<file path="src/rtl/uart_rx.sv">
// uart_rx: oversampled UART receiver with 2-of-3 majority bit sampling,
// optional parity and per-frame parity/stop error pulses.
module uart_rx #(
   parameter int DWIDTH = 8
) (
   input  logic              clk_rx,
   input  logic              rst,
   input  logic              rx_in,
   input  logic [5:0]        prescale,
   input  logic              par_en,
   input  logic              par_typ,
   output logic [DWIDTH-1:0] p_data_rx,
   output logic              data_valid_rx,
   output logic              par_err,
   output logic              stp_err
);
   typedef enum logic [2:0] {IDLE, START, DATA, PARITY, STOP} state_t;
   localparam int BW = $clog2(DWIDTH + 1);
   state_t state, nxt;
   logic s1, rx_s, pe, pt, bad, stp;
   logic [5:0] p, cnt, half;
   logic [BW-1:0] bits;
   logic [1:0] samp;
   logic [DWIDTH-1:0] sh;
   logic last, mid, maj, done, good;
   assign half = {1'b0, p[5:1]};
   assign last = cnt == p - 6'd1;
   assign mid  = cnt == half + 6'd1;
   // third sample is the live rx_s, so the majority is ready on edge P/2+1
   assign maj  = (samp[0] & samp[1]) | (samp[0] & rx_s) | (samp[1] & rx_s);
   assign done = state == STOP && last;
   assign good = done && stp && !bad;
   always_ff @(posedge clk_rx or negedge rst)
      if (!rst) state <= IDLE;
      else state <= nxt;
   always_comb begin
      nxt = state;
      case (state)
         IDLE:    nxt = rx_s ? IDLE : START;
         START:   nxt = (mid && maj) ? IDLE : (last ? DATA : START);
         DATA:    nxt = (last && bits == BW'(DWIDTH - 1)) ? (pe ? PARITY : STOP) : DATA;
         PARITY:  nxt = last ? STOP : PARITY;
         STOP:    nxt = last ? IDLE : STOP;
         default: nxt = IDLE;
      endcase
   end
   always_ff @(posedge clk_rx or negedge rst)
      if (!rst) begin
         s1 <= 1'b1;
         rx_s <= 1'b1;
         p <= '0;
         pe <= 1'b0;
         pt <= 1'b0;
         cnt <= '0;
         bits <= '0;
         samp <= '0;
         sh <= '0;
         bad <= 1'b0;
         stp <= 1'b0;
         p_data_rx <= '0;
         data_valid_rx <= 1'b0;
         par_err <= 1'b0;
         stp_err <= 1'b0;
      end else begin
         s1 <= rx_in;
         rx_s <= s1;
         data_valid_rx <= good;
         par_err <= done && bad;
         stp_err <= done && !stp;
         if (good) p_data_rx <= sh;
         if (state == IDLE) begin
            // the cycle that first sees the low line is already edge 0
            cnt <= rx_s ? 6'd0 : 6'd1;
            bits <= '0;
            bad <= 1'b0;
            if (!rx_s) begin
               p <= prescale;
               pe <= par_en;
               pt <= par_typ;
            end
         end else begin
            cnt <= (last || nxt == IDLE) ? 6'd0 : cnt + 6'd1;
            if (cnt == half - 6'd1) samp[0] <= rx_s;
            if (cnt == half) samp[1] <= rx_s;
            if (mid && state == DATA) sh <= {maj, sh[DWIDTH-1:1]};
            if (mid && state == PARITY) bad <= maj != ((^sh) ^ pt);
            if (mid && state == STOP) stp <= maj;
            if (state == DATA && last) bits <= bits + 1'b1;
         end
      end
endmodule

</file>
<file path="config.mk">
export PLATFORM = sky130hd
export DESIGN_NAME = uart_rx
export DESIGN_NICKNAME = d
export VERILOG_FILES = /design/src/rtl/uart_rx.sv
export SDC_FILE = /design/constraint.sdc
export NUM_CORES = 1
export LEC_CHECK = 0
export ABC_AREA = 1
export CAP_MARGIN = 20
export CORE_ASPECT_RATIO = 1.25
export CORE_MARGIN = 2
export CORE_UTILIZATION = 64
export CTS_BUF_LIST = sky130_fd_sc_hd__clkbuf_4
export CTS_CLUSTER_SIZE = 14
export DETAILED_ROUTE_END_ITERATION = 8
export GPL_TIMING_DRIVEN = 0
export PLACE_DENSITY = 0.92
export SETUP_SLACK_MARGIN = 0.05
export SYNTH_ARGS = -nofsm -noshare
export SYNTH_HDL_FRONTEND = slang
export SYNTH_SLANG_ARGS = --single-unit
</file>
<file path="constraint.sdc">
create_clock -name clk_rx -period 4.5 [get_ports clk_rx]
set_input_delay 0.9 -clock clk_rx [delete_from_list [all_inputs] [get_ports clk_rx]]
set_output_delay 0.9 -clock clk_rx [all_outputs]
set_load 0.01 [all_outputs]
</file>
==> results.json, run 1 <==
{
  "viasPerCell": 5.16,
  "leakage_nw": 1.41,
  "grt_pass1_wl_um": 8830,
  "vias": 2127,
  "routed_wl_um": 5220,
  "clockBufferDepth": 2,
  "antenna_found_initial": 0,
  "coreArea_um2": 3820,
  "placedCellCount": 404,
  "synthMuxAreaShare_pct": 0,
  "sequentialPowerShare_pct": 38.9,
  "h-tree-depth": 2,
  "internal-power_w": 0.000805,
  "placed_cell_area_um2": 2880,
  "nNetsFinal": 374,
  "hold_end": "rx_s",
  "synth_top_family_by_area": "simple AND/OR/NAND/NOR gates",
  "r2r-end": "p_data_rx[6]",
  "placementRows": 25,
  "io_pins": 22,
  "clock_skew_ps": 19.1,
  "grt_use_total_pct": 26.3,
  "remaining_drc_errors": 0,
  "synth_compound_area_share_pct": 8.57,
  "rsz0062_at_grt": "false",
  "die_w_um": 60.8,
  "power.share.clock_pct": 12.5,
  "switching_share_pct": 46.3,
  "wl_per_cell_um": 12.7,
  "postCtsResizedCells": 0,
  "rrSetupSlack_ps": 2190,
  "synthAdderAreaFrac_pct": 2.91,
  "ff2ff_path_depth": 12,
  "dr.first_iter.drc_count": 82,
  "cap_violations": 0,
  "holdCritStartpoint": "s1",
  "yosys_warnings": 0,
  "crit_fanout": 10,
  "drive_gt1_share_pct": 13.4,
  "clk_pin_slew_worst_paths_ps": 140,
  "netlist_top_cells_area": "dfrtp_1 (43%), nand2_1 (14%), inv_1 (5.8%)",
  "worstSetupStartpointType": "flip-flop",
  "cp-end-kind": "flip-flop",
  "grt_max_degree": 35,
  "period_share_pct": 51.4,
  "n_antenna_cell": 0,
  "avgSynthCellArea_um2": 7.88,
  "cts_buffers": 5,
  "cts_setup_buffers": 0,
  "setup_viol": 0,
  "final_area_um2": 2930,
  "dr.pass1.iters": 4,
  "cts-root-buf": "clkbuf_4",
  "fin_setup_tns_ps": 0,
  "hold_buffers": 0,
  "critPathKind": "flip-flop to flip-flop",
  "overflow": 0,
  "fin_cells": 412,
  "ant_nets": 0,
  "hp-class": "flip-flop to flip-flop",
  "max_clock_freq_ghz": 0.432,
  "io_buffers": 21,
  "synth_top_cell_area_share_pct": 42.6,
  "synth_cell_types": 31,
  "fin_crit_ps": 2310,
  "finalMaxSlewViolations": 0,
  "finalHoldViolations": 0,
  "start_util_pct": 67.7,
  "die-area_um2": 4560,
  "slew_headroom_pct": 58.4,
  "ys_seq_area_share_pct": 44.6,
  "synth_area_leader_cell": "dfrtp_1",
  "cts_sinks": 46,
  "worstPathArrival_ps": 2580,
  "power.switching_w": 0.000694,
  "r2r-start": "p[1]",
  "ys_ff_latch": 46,
  "hold_depth": 0,
  "synthCells": 328,
  "place.gp.congestion": 0.917,
  "syn_nets": 345,
  "cp_data_required_time_ps": 4770,
  "tritoncts": "built",
  "synth-simple-area-share_pct": 28.2,
  "worst_ir_drop_vdd_mv": 0.262,
  "grt_pass1_vias": 2087,
  "syn2layout_area_growth_pct": 13.4,
  "dp_hpwl_um": 4030,
  "tightest_slew_ps": 621,
  "synth_area_um2": 2580,
  "powerDensity_nw_per_um2": 511,
  "p_comb_share_pct": 48.7,
  "status": "finished, final reports clean",
  "synth_xor_area_share_pct": 7.46,
  "die_h_um": 75.0,
  "clk_latency_ps": 370
}
[metrics by stage]
stage | hold slack, ps | worst slack (ps) | total power [W] | util (%)
4_1_cts | 366 | 2180 | 0.00150 | 76.8
3_3_place_gp | 346 | 1370 | 0.00128 | 75.0
6_report | 365 | 2190 | 0.00150 | 76.8
5_1_grt | 371 | 1920 | 0.00163 | 76.8
3_5_place_dp | 347 | 2230 | 0.00131 | 75.4
2_1_floorplan | 345 | 2520 | 0.00115 | -
[state kept, by name, indices dropped and copies added (netlist names), 2 cells and up]
name and count:
bits 4, cnt 6, p 6, p_data_rx 8
samp 2, sh 8, state 3
[Yosys cell counts, drive strengths merged]
cell type,n
o21a,1
nand3b,1
clkinv,1
ha,6
nor3b,1
nand2,98
nor2,37
a21o,1
inv,47
nor3,7
nand4,2
dfstp,2
xor2,13
nand3,18
a21oi,5
dfrtp,44
buf,4
xnor2,9
o21ai,31
[worst max-delay path: stages, from the launching register on]
cell     delay, ps
dfrtp_1        450
inv_1          180
ha_1           230
inv_1           60
nor3_2         160
nand2_1         90
xor2_1         220
nand2_4        140
nor2_2         160
nand3_2        170
buf_6          210
nand2_1         70
o21ai_2         50
[worst max-delay path by stage]
stage | from | endpoint | slack [ps] | cells past startpoint
final | p[1] | p_data_rx[6] | 2190 | 12
after global routing | p[1] | cnt[5] | 1920 | 13
after CTS | p[1] | p_data_rx[6] | 2180 | 12
after detailed placement | p[1] | p_data_rx[6] | 2230 | 12
after global placement | rst | p[2] | 1370 | 1
after floorplan | p[1] | cnt[3] | 2520 | 13
[cells by family (layout without fill, tap and decap cells)]
family,Yosys count,in the layout
buffers and inverters,52,82
adders and majority gates,6,6
DFF,46,46
xor gates and xnor gates,22,22
and+or+nand+nor,164,164
AOI/OAI and AO/OA,38,38
[power groups by stage]
stage | Sequential, W | Combinational [W] | Clock (W)
after CTS | 0.000582 | 0.000728 | 0.000189
after global placement | 0.000585 | 0.000693 | 0
after detailed placement | 0.000590 | 0.000722 | 0
after floorplan | 0.000561 | 0.000584 | 0
after global routing | 0.000593 | 0.000831 | 0.000208
final | 0.000583 | 0.000729 | 0.000187
[cell usage in the layout (no fill, tap or decap), types with 2 or more instances in the layout]
| cell | Yosys | layout |
|---|---|---|
| nand2_1 | 93 | 93 |
| dfrtp_1 | 44 | 44 |
| inv_1 | 40 | 40 |
| nor2_1 | 26 | 26 |
| o21ai_0 | 22 | 22 |
| clkdlybuf4s50_1 | 0 | 20 |
| nand3_1 | 17 | 17 |
| xor2_1 | 13 | 13 |
| nor2_2 | 10 | 10 |
| xnor2_1 | 9 | 9 |
| o21ai_2 | 7 | 7 |
| inv_2 | 6 | 6 |
| ha_1 | 6 | 6 |
| a21oi_1 | 5 | 5 |
| nor3_1 | 5 | 5 |
| clkbuf_4 | 0 | 5 |
| buf_2 | 2 | 3 |
| nand2_2 | 3 | 3 |
| clkinv_1 | 1 | 2 |
| nor3_2 | 2 | 2 |
| nand2_4 | 2 | 2 |
| o21ai_1 | 2 | 2 |
| nand4_1 | 2 | 2 |
| dfstp_2 | 2 | 2 |
[area by class of cell]
class / instances / area, µm²
inverters: 48 / 183
flip-flops and latches: 46 / 1150
repair buffers: 22 / 225
plain buffers: 4 / 28.8
clock inverters: 3 / 16.3
clock buffers: 5 / 37.5
fillers: 289 / 886
well taps: 54 / 67.6
multi-input cells: 230 / 1220
[per-layer routing]
layer | wire [µm] | vias up | track usage (%) | part of all wire (%)
li1 | - | 1075 | - | -
met1 | 2230 | 1007 | 30.3 | 43
met2 | 2740 | 35 | 47.7 | 52
met3 | 147 | 10 | 4.64 | 2.8
met4 | 100 | 0 | 10.4 | 1.9
met5 | 0 | - | 0 | 0
No activity file was read; power rests on OpenSTA's default activity.
==> run 2: changes to the inputs <==
CORE_UTILIZATION = 54   (was 64)
PLACE_DENSITY = 0.83   (was 0.92)
clock period = 2.07 ns   (was 4.5 ns; I/O delays follow)
==> run 2 against run 1 <==
- clock skew fell by 1.9 ps
- utilization fell by 7.1 points
- sequential power rose by 110%
- critical path type unchanged
- critical endpoint is now cnt[3]
- largest power group unchanged
==> results.json, run 2 (synthesis gave the netlist of run 1 again) <==
{
  "status": "finished, final reports clean",
  "utilization_pct": 69.7,
  "power.share.clock_pct": 11.4,
  "clk_pin_slew_worst_paths_ps": 140,
  "wl_per_cell_um": 13.0,
  "path_buf_inv": 2,
  "period_share_pct": 99.3,
  "power_w": 0.00372,
  "n_antenna_cell": 0,
  "clock_skew_ps": 17.2,
  "powerDensity_nw_per_um2": 1150,
  "max_clock_freq_ghz": 0.487,
  "path_cells": "inv_2, ha_4, nand2_2, nand2_2, nor2_4, nand3_2, nor2_4, nand2_4, inv_4, nand2_2, nand2_2, nand2_2, nor2_2, nand2_2, nand2_4, nor2_2",
  "crit_fanout": 7,
  "cts_sinks": 46,
  "die_h_um": 81.3,
  "tightest_slew_ps": 551,
  "start_util_pct": 55.5,
  "switching_share_pct": 46.8,
  "path_delay_family": "simple AND/OR/NAND/NOR gates",
  "ff2ff_path_depth": 16,
  "cpMaxStageDelayCell": "dfrtp_1",
  "slew_headroom_pct": 63.2,
  "io_buffers": 21,
  "grt_max_degree": 36,
  "place_ws_ps": -210,
  "hp-class": "flip-flop to flip-flop",
  "path_depth": 16,
  "coreArea_um2": 4660,
  "remaining_drc_errors": 0,
  "antenna_found_initial": 0,
  "cts_buffers": 5,
  "nNetsFinal": 391,
  "cap_violations": 0,
  "dr.first_iter.drc_count": 115,
  "overflow": 0,
  "placementRows": 28,
  "viasPerCell": 5.05,
  "die_w_um": 65.9,
  "fin_cells": 435,
  "io_pins": 22,
  "clockBufferDepth": 2,
  "fin_ws_ps": 14.5,
  "final_area_um2": 3250,
  "drive_gt1_share_pct": 23.5,
  "grt_pass1_wl_um": 8830,
  "die-area_um2": 5360,
  "clk_latency_ps": 360,
  "critPathKind": "flip-flop to flip-flop",
  "dp_hpwl_um": 3840,
  "fill_cells": 363,
  "dr.pass1.iters": 4,
  "ant_nets": 0,
  "crit_top_cell": "nand2_2",
  "h-tree-depth": 2,
  "sequentialPowerShare_pct": 33.7,
  "most-common-layout-cells": "nand2_1 (85), dfrtp_1 (43), inv_1 (37)",
  "rsz0062_at_grt": "true",
  "layout_commonest_cell": "nand2_1",
  "cp_data_required_time_ps": 2340,
  "vias": 2195,
  "syn2layout_area_growth_pct": 25.7,
  "cts-root-buf": "clkbuf_4",
  "tritoncts": "built",
  "placedCellCount": 410,
  "worstSetupStartpointType": "flip-flop",
  "finalHoldViolations": 0,
  "finalMaxSlewViolations": 0,
  "worstPathArrival_ps": 2320,
  "p_comb_share_pct": 54.9,
  "grt_use_total_pct": 21.7,
  "largestRegisters": "p_data_rx x8, sh x8",
  "power.switching_w": 0.00174,
  "cp-end-kind": "flip-flop",
  "internal-power_w": 0.00198,
  "worst_ir_drop_vdd_mv": 0.679,
  "grt_pass1_vias": 2066,
  "leakage_nw": 1.52,
  "critPathMaxStageDelay_ps": 410,
  "place.gp.congestion": 0.887,
  "setup_viol": 0,
  "fin_crit_ps": 2060,
  "routed_wl_um": 5660,
  "placed_cell_area_um2": 2880,
  "hold_depth": 0
}
run 2: changes by cell type in the layout (fill, tap and decap cells not counted), sizes merged:
| cell | delta |
|---|---|
| buf | +15 |
| clkbuf | +1 |
| dlygate4sd3 | +1 |
run 2: layout make-up:
cell class / instances / area, µm² / area share [%]
Clock inverter: 3 / 21.3 / 0.655
Multi-Input combinational cell: 230 / 1350 / 41.6
Sequential cell: 46 / 1150 / 35.6
Inverter: 48 / 185 / 5.70
Timing Repair Buffer: 39 / 380 / 11.7
Buffer: 4 / 41.3 / 1.27
Tap cell: 60 / 75.1 / 2.31
Clock buffer: 5 / 37.5 / 1.16
run 2: timing repair:
item                                    4_1_cts  5_1_grt
endpoints found under the hold margin        11        0
endpoints found under the setup margin       26       33
hold buffers                                  1        0
gates resized for setup                      11       28
buffers inserted                              8        7
gates cloned                                  0        1
pin swaps                                     2        7
run 2: routing by layer:
| metal | wire, µm | GRT usage, % | up-vias |
|---|---|---|---|
| met5 | 0 | 0 | - |
| met4 | 80 | 9.38 | 0 |
| met3 | 140 | 2.91 | 9 |
| met2 | 3020 | 39.2 | 36 |
| met1 | 2420 | 25.6 | 1048 |
| li1 | - | - | 1102 |
run 2: worst paths after layout:
kind,end,start,slack [ps]
hold reg to reg,rx_s,s1,370
min in group asynchronous,pe,rst,460
max in group asynchronous,s1,rst,1080
hold / removal,rx_s,s1,370
setup / recovery,cnt[3],p[1],10
setup reg to reg,cnt[3],p[1],10
run 2: power by group through the flow:
stage               sequential (W)  clock (W)  combinational (W)
detailed placement         0.00127          0            0.00159
CTS                        0.00123   0.000434            0.00179
finish                     0.00125   0.000423            0.00204
floorplan                  0.00122          0            0.00127
global placement           0.00126          0            0.00154
global route               0.00128   0.000465            0.00225
run 2: metrics by stage:
| stage | hold WS (ps) | TNS (ps) |
|---|---|---|
| after floorplan | 118 | 0 |
| after global placement | 347 | -29340 |
| after detailed placement | 316 | -2680 |
| after CTS | 368 | 0 |
| after global routing | 370 | -668 |
| final | 367 | 0 |
